==> src/rtl/cordic_arbiter.sv <==
// rtl/cordic_arbiter.sv - round-robin arbiter sharing one CORDIC core among NREQ requesters
module cordic_arbiter #(
   parameter int NREQ    = 4,
   parameter int IDW     = 2,
   parameter int TIMEOUT = 64
) (
   input  logic                 clk,
   input  logic                 rst,
   input  logic [NREQ-1:0]      req,
   input  logic [32*NREQ-1:0]   req_x,
   output logic [NREQ-1:0]      req_ack,
   output logic                 core_en,
   output logic [31:0]          core_x,
   input  logic [31:0]          core_epx,
   input  logic [31:0]          core_sinhx,
   input  logic [31:0]          core_coshx,
   input  logic                 core_valid,
   output logic                 rsp_valid,
   output logic [IDW-1:0]       rsp_id,
   output logic                 rsp_err,
   output logic [31:0]          rsp_epx,
   output logic [31:0]          rsp_sinhx,
   output logic [31:0]          rsp_coshx,
   output logic                 busy
);

   typedef enum logic [1:0] {IDLE, ISSUE, WAIT, DONE} state_t;

   state_t         state, state_nxt;
   logic [IDW-1:0] ptr;
   logic [IDW-1:0] id;
   logic [IDW-1:0] win;
   logic           win_ok;
   logic [7:0]     cnt;
   logic           cnt_hit;
   logic [31:0]    x_arr [NREQ];

   for (genvar g = 0; g < NREQ; g++) begin : g_x
      assign x_arr[g] = req_x[32*g +: 32];
   end

   assign cnt_hit = (cnt == 8'(TIMEOUT));

   // round-robin search: first active request at or after ptr, wrapping
   always_comb begin
      int j;
      j      = 0;
      win    = '0;
      win_ok = 1'b0;
      for (int k = 0; k < NREQ; k++) begin
         j = int'(ptr) + k;
         if (j >= NREQ) j = j - NREQ;
         if (!win_ok && req[IDW'(j)]) begin
            win    = IDW'(j);
            win_ok = 1'b1;
         end
      end
   end

   // state register; reset aborts any transaction in flight
   always_ff @(posedge clk or negedge rst) begin
      if (!rst) state <= IDLE;
      else      state <= state_nxt;
   end

   // next state and the single-cycle strobes derived from the current state
   always_comb begin
      state_nxt = state;
      core_en   = 1'b0;
      req_ack   = '0;
      rsp_valid = 1'b0;
      busy      = (state != IDLE);
      case (state)
         IDLE:  if (win_ok) state_nxt = ISSUE;
         ISSUE: begin
            core_en   = 1'b1;
            req_ack   = NREQ'(1) << id;
            state_nxt = WAIT;
         end
         WAIT:  if (core_valid || cnt_hit) state_nxt = DONE;
         DONE:  begin
            rsp_valid = 1'b1;
            state_nxt = IDLE;
         end
         default: state_nxt = IDLE;
      endcase
   end

   // datapath: winner latch, operand, rotation pointer, timeout counter, response capture
   always_ff @(posedge clk or negedge rst) begin
      if (!rst) begin
         ptr       <= '0;
         id        <= '0;
         core_x    <= '0;
         cnt       <= '0;
         rsp_id    <= '0;
         rsp_err   <= 1'b0;
         rsp_epx   <= '0;
         rsp_sinhx <= '0;
         rsp_coshx <= '0;
      end else begin
         case (state)
            IDLE: if (win_ok) begin
               id     <= win;
               core_x <= x_arr[win];
            end
            ISSUE: begin
               ptr <= (id == IDW'(NREQ - 1)) ? '0 : id + IDW'(1);
               cnt <= '0;
            end
            WAIT: begin
               // a result arriving on the timeout cycle still counts as success
               if (core_valid) begin
                  rsp_id    <= id;
                  rsp_err   <= 1'b0;
                  rsp_epx   <= core_epx;
                  rsp_sinhx <= core_sinhx;
                  rsp_coshx <= core_coshx;
               end else if (cnt_hit) begin
                  rsp_id    <= id;
                  rsp_err   <= 1'b1;
                  rsp_epx   <= '0;
                  rsp_sinhx <= '0;
                  rsp_coshx <= '0;
               end else begin
                  cnt <= cnt + 8'd1;
               end
            end
            default: ;
         endcase
      end
   end

endmodule

==> config.mk <==
export PLATFORM = sky130hd
export DESIGN_NAME = cordic_arbiter
export DESIGN_NICKNAME = d
export VERILOG_FILES = /design/src/rtl/cordic_arbiter.sv
export SDC_FILE = /design/constraint.sdc
export NUM_CORES = 1
export LEC_CHECK = 0
export ABC_AREA = 0
export CORE_MARGIN = 3
export CORE_UTILIZATION = 36
export DETAILED_ROUTE_END_ITERATION = 8
export PLACE_DENSITY = 0.78
export RECOVER_POWER = 100
export SLEW_MARGIN = 20
export SYNTH_ARGS = -nofsm -noshare
export SYNTH_HDL_FRONTEND = slang
export SYNTH_SLANG_ARGS = --single-unit
==> constraint.sdc <==
create_clock -name clk -period 2 [get_ports clk]
set_clock_uncertainty 0.15 [all_clocks]
set_input_delay 0.4 -clock clk [delete_from_list [all_inputs] [get_ports clk]]
set_output_delay 0.4 -clock clk [all_outputs]
set_load 0.02 [all_outputs]
# --- After elaboration in Yosys (flattened, before gate mapping) ---
# Cells that the tools add are included.
totals:
  output_inout_bits: 138
  elab_cells: 99
  reg_bits: 145
classes:
  eq_ne: 9
  bitwise_logic: 1
  mux: 45
  n_reduce_logical: 15
  add_sub_neg: 9
  shifts: 1
  order_cmp: 9
ops:
  columns: ["op", "count"]
  rows:
  - ["2-to-1 mux 32 bit", 6]
  - ["binary-select mux 32 bit (select 2 bit)", 1]
  - ["2-to-1 mux 2 bit", 13]
  - ["less-than comparator 2 x 4 -> 1 bit, second input constant", 4]
  - ["2-to-1 mux 1 bit", 16]
  - ["2-to-1 mux 8 bit", 2]
  - ["one-hot mux 8 bit (2 select lines)", 1]
  - [">= comparator 3 bit, second input constant", 4]
  - ["adder 8 x 1 -> 8 bit, second input constant", 1]
  - ["binary-select mux 1 bit (select 2 bit)", 4]
  - ["equality test 8 x 7 -> 1 bit, second input constant", 1]
  - ["!= test 2 bit, second input constant", 4]
  - ["one-hot mux 2 bit (4 select lines)", 1]
  - ["subtractor 2 x 1 -> 2 bit, second input constant", 4]
  - ["adder 2 x 2 -> 3 bit, second input constant", 2]
  - ["equality test 2 bit, second input constant", 3]
  - ["AND reduction 2 bit", 3]
  - ["nonzero test 2 bit", 3]
  - ["2-to-1 mux 4 bit", 1]
  - ["<< shifter 1 x 2 -> 4 bit, first input constant", 1]
  - ["adder 2 x 1 -> 3 bit, second input constant", 1]
  - [">= comparator 2 x 3 -> 1 bit, second input constant", 1]
  - ["logical AND 1 bit", 3]
  - ["zero test 1 bit", 3]
  - ["6 further kinds", 6]

# --- Depth between registers and ports, before layout ---
depth:
  ltp_word: 19
  ltp_mapped: 8
  mapped_depth_nobuf: 7

# --- Worst setup path after synthesis ---
# Ideal clock, no wire load.
synth_timing:
  kind: "reg2reg"
  start: "register state[0]"
  end: "register rsp_coshx[0]"
  arrival_time_ns: 1.732
  path_stages_with_launch: 8
  period_less_slack_ns: 1.948
  t_required_ns: 1.784
  path_slack_ns: 0.052
  setup_time_ns: 0.066
  path_cell_list: "dfrtp_1 > inv_1 > ha_1 > and2_1 > clkbuf_1 > clkbuf_1 > clkbuf_1 > a22o_1"
synth_between:
  elab_chain_cells: 2
synth_lines:
  columns: ["element", "line_no", "text"]
  rows:
  - ["start, declared", "29", "state_t state, state_nxt;"]
  - ["start signal, assigned", "63", "else state <= state_nxt;"]
  - ["equality test 2 bit", "102", "case (state)"]
  - ["AND reduction 2 bit (no source line)", null, null]
  - ["end signal, assigned", "118", "rsp_coshx <= core_coshx;"]
  - ["end, declared", "23", "output logic [31:0] rsp_coshx,"]
# Every way passes these cells.
# A chain may end at the register's enable or synchronous reset.

# --- Final worst setup path ---
layout_timing:
  start: "register cnt[0]"
  end: "register rsp_sinhx[25]"
layout_between:
  elab_chain_cells: 3
layout_lines:
  columns: ["element", "line_no", "text"]
  rows:
  - ["start, declared", "34", "logic [7:0] cnt;"]
  - ["start signal, assigned", "126", "cnt <= cnt + 8'd1;"]
  - ["equality test 8 x 7 -> 1 bit", "42", "assign cnt_hit = (cnt == 8'(TIMEOUT));"]
  - ["nonzero test 2 bit (no source line)", null, null]
  - ["AND reduction 2 bit (no source line)", null, null]
  - ["end signal, assigned", "117", "rsp_sinhx <= core_sinhx;"]
  - ["end, declared", "22", "output logic [31:0] rsp_sinhx,"]
# Every way passes these cells.

==> results <==
- The flow ran to the end, but the final reports show violations.
- The final reports fail on negative setup slack.
- The overall track demand over capacity in global routing is 0.2354.
- For the worst flop-to-flop path, the logic depth is 10.
- The later pin in the worst-skew pair is clocked with a latency of about 420 ps.
- The hold violation count in the final report was 0.
- Pin placement for this block handled between 300 and 400 I/O pins.
- The starting density of the core is 0.3727.
- The kind of launch point of the worst setup path is a flip-flop.
- Counting flops with a built-in enable in the synthesized netlist gives 0.
- By count the netlist is led by sky130_fd_sc_hd__dfrtp_1, sky130_fd_sc_hd__a22o_1, sky130_fd_sc_hd__nor2_1, sky130_fd_sc_hd__and2_1, sky130_fd_sc_hd__mux2i_1.
- Of the available clock period, the critical path in the final layout requires 1.071.
- The routability-driven placement congestion ratio is ~0.86.
- The number of levels the H-tree was split into is 4.
- The terminating pin of the worst hold path is rsp_id[1].
- Synthesis produced 538 cells.
- The final wirelength is ~27 mm.
- The peak fanout along the critical path is 15.
- In this run the critical register-to-register path is captured at rsp_sinhx[25].
- Before CTS, the worst setup slack after placement is -481.4 ps.
- The analysis attributes to cell leakage a power of between 5 and 6 nW.
- The category of the worst setup path capture point is a flip-flop.
- The cell depth of the worst min-delay path is 2.
- Based on the critical path, the design can be clocked at up to approximately 470 MHz.
- The tree is rooted in a sky130_fd_sc_hd__clkbuf_16.
- The final layout contains 1,204 nets.
- The number of vias after detailed routing is ~6,400.
- Summing all multi-input logic gate instances after layout gives between 3000 and 4000 um2.
- STA puts the critical path data required time at roughly 2200 ps.
- The startpoint identified for the worst hold timing path is rsp_id[1].
- The class of the most critical setup path is reg2reg.
- The initial antenna violation count is 0.
- The post-synthesis net count is a little under 800.
- The first routing iteration left between 300 and 400 violations.
- Counting along the longest clock path gives a buffer depth of 2.
- The core region is ~18,000 um2.
- In the post-route analysis, the smallest setup slack over all paths is -141.0 ps.
- The class of the most critical hold timing path is reg2reg.
- For the worst setup path, the data arrival time is ~2300 ps.
- The biggest area contributor in the post-synthesis netlist is sky130_fd_sc_hd__dfrtp_1.
- Dividing the detail-routed wire length by the instance count gives roughly 22 um.
- Max-cap violations in this run came to 0.
- Measured along the x axis, the die boundary spans approximately 140 um.
- The cell area that synthesis handed to floorplanning was roughly 7000 um2.
- 0 antenna diodes ended up in the layout.
- The area overhead of the layout relative to synthesis is 79.00%.
- In this run the tool buffered the top-level ports with between 300 and 400 buffer cells.
- The CTS sink count is ~150.
- By area the synthesized netlist is led by sky130_fd_sc_hd__dfrtp_1, sky130_fd_sc_hd__a22o_1, sky130_fd_sc_hd__a221oi_2.
- The CTS buffer count is 17.
- For this run, the leading register cell type out of synthesis is sky130_fd_sc_hd__dfrtp_1.
- The wire length of the first global-routing pass is ~37 mm.
- Counting flops with an async set or reset pin after synthesis yields a share of 1.000.
- The fraction of final layout cells with drive strength greater than 1 is 0.2328.
- In the post-synthesis netlist, the cell with the most instances is sky130_fd_sc_hd__dfrtp_1.
- Before antenna repair, the detailed router went through 5 iterations.
- A synthesized cell averages around 13 um2.
- The half-perimeter wire length after detailed placement is 18.43 mm.
- The setup check on the worst reg-to-reg path leaves a slack of -140 ps.
- In the routed design, unresolved DRC markers number 0.
- After layout, the minimum clock period comes to between 2000 and 2500 ps.
- The tightest hold path in the finished design has a slack of 341.5 ps.
- The critical path goes through inv_2, ha_4, nand4bb_1, buf_4, nor4_4, buf_4, o21ai_4, buf_12, buf_8, a22o_1.
- The warning count from the yosys run is 0.
- For this run, the slowest stage of the critical path takes ~400 ps.
- Measured against its own limit, the worst slew margin works out to 0.09520.
- The number of nets with antenna violations after routing is 0.
- The fraction of synthesized cell area taken by the top area cell type is 0.5329.
- The maximum number of pins on one net before global-route repair is slightly below 80.
- Synthesis inferred roughly 150 register bits.
- Clock-pin slew was measured on the worst setup and hold paths at ~70 ps.
- After synthesis, the largest family of logic cells by area is compound AO/OA/AOI/OAI gates.
- After synthesis, the share of cell area in mux cells is 0.05182.
- The cell that appears most often on the critical path is sky130_fd_sc_hd__buf_4.
- Of the total synthesized cell area, the portion taken by AND, OR, NAND and NOR gates is 0.08122.
- Of the total synthesized cell area, the portion taken by XOR and XNOR cells is 0.005145.
- The max-slew violation total from the final report is 0.
- Of the total synthesized cell area, the portion taken by full adders, half adders and majority gates is 0.01838.
- The filler cells instantiated in the layout total approximately 1,400.
- Setup violations remaining at the end of the flow were counted as 106.
- The combined flip-flop and latch cell area is 3631 um2.
- For the pin with the worst max-slew slack, the measured transition is about 1400 ps.
- The sequential share of the synthesized area is 0.5329.
- The worst register-to-register path begins at cnt[0].
- For this run the aggregate overflow at the end of global routing stands at 0.
- The number of global-route vias before repair came to 6,399.
- The share of the synthesized area in compound gates (AO/OA/AOI/OAI) is 0.2694.
- Setup repair after global routing could not meet its margin everywhere.
- TritonCTS built the clock tree.
- The areal power density over the cells is 1532 nW/um2.
- The die covers approximately 21,000 um2.
- VDD sags by at most ~0.86 mV.
- Dividing the detail-routed via count by the number of cells gives about 5.3.
- The critical path launch point is cnt[0].
- The floorplan die height is ~140 um.
- Counting distinct cell types in the post-synthesis netlist gives about 40.
- The cell at the slowest stage of the critical path is sky130_fd_sc_hd__dfrtp_1.
- The site row count is a little under 50.
metal layers:
layer	GRT usage	part of all wire	routed length (um)
met4	0.09167	0.030	818
met2	0.4059	0.51	13840
met5	0	0	0
met3	0.04626	0.055	1470
met1	0.2913	0.40	10750
area by class of cell:
type / instances / area share
timing repair buffer: 449 / 0.3662
tap: 229 / 0.02351
inverter: 9 / 0.002977
sequential: 145 / 0.2979
clock buffer: 19 / 0.03716
multi-input combinational: 341 / 0.2600
clock inverter: 12 / 0.01222
worst max path at each step:
stage | endpoint | slack, ps | cells past startpoint
global route | cnt[3] | -190 | 8
floorplan | rsp_coshx[0] | 50 | 7
detailed placement | core_x[20] | -480 | 8
global placement | core_x[20] | -480 | 8
CTS | cnt[3] | -40 | 8
finish | rsp_sinhx[25] | -140 | 10
worst max-delay path, delay by kind of cell, from the launching register on:
family	cells	cell delay, ps
flip-flops	1	400
buffers and inverters	5	750
AO/OA/AOI/OAI	2	300
AND/OR/NAND/NOR	2	300
adder cells (fa/ha/maj)	1	120
report_power, final:
group | internal (mW) | total [mW] | switching [mW] | leakage [nW]
Clock | 1.93 | 3.28 | 1.35 | 0.287
Sequential | 4.29 | 5.13 | 0.838 | 1.77
Combinational | 5.06 | 10.3 | 5.21 | 3.15
flip-flops by register name, summed over array words and instances, names as in the netlist:
name and flops:
core_x 32, rsp_epx 32, ptr 2, state 2, rsp_err 1, id 2, rsp_id 2, cnt 8
rsp_sinhx 32, rsp_coshx 32
per-stage QoR:
stage                     instance area (um2)  power (mW)  utilization  std cells  TNS [ps]
after CTS                               11770       18.10       0.6443       1181    -128.9
final                                   12190       18.67       0.6671       1204    -11360
after detailed placement                11160       14.79       0.6106       1148    -15490
after global placement                  11160       14.64       0.6106       1148    -14460
after floorplan                          6809       10.05            -        538         0
after global routing                    12190       19.56       0.6671       1204    -21180
timing repair:
item                                   in CTS  in global routing
buffers inserted                            1                 10
pin swaps                                   0                 26
hold buffers                                1                  0
setup endpoints to repair                 114                165
endpoints found under the hold margin      39                  0
cloned                                      0                 13
resized for setup                          55                 98
placed cells by master (no fill, tap or decap), types with 5 or more instances in the layout:
cell type / count
sky130_fd_sc_hd__clkdlybuf4s50_1: 319
sky130_fd_sc_hd__dfrtp_1: 143
sky130_fd_sc_hd__a22o_1: 96
sky130_fd_sc_hd__buf_4: 47
sky130_fd_sc_hd__nor2_1: 40
sky130_fd_sc_hd__and2_1: 32
sky130_fd_sc_hd__a211oi_2: 30
sky130_fd_sc_hd__mux2i_1: 29
sky130_fd_sc_hd__a221oi_2: 29
sky130_fd_sc_hd__clkbuf_1: 25
sky130_fd_sc_hd__clkbuf_16: 23
sky130_fd_sc_hd__buf_12: 15
sky130_fd_sc_hd__buf_6: 14
sky130_fd_sc_hd__dlygate4sd2_1: 14
sky130_fd_sc_hd__inv_2: 6
sky130_fd_sc_hd__nand2_1: 6
sky130_fd_sc_hd__and2_4: 5
sky130_fd_sc_hd__o21ai_1: 5
sky130_fd_sc_hd__ha_1: 5
kinds of logic (layout without fill, tap and decap cells):
family                   count (synthesis)  after routing
AO/OA/AOI/OAI                          182            182
flip-flops                             145            145
adder cells (fa/ha/maj)                 10             10
AND/OR/NAND/NOR                        108            110
buffers and inverters                   54            489
XOR/XNOR                                 4              4
multiplexers                            35             35
(Power assumes the default switching activity.)
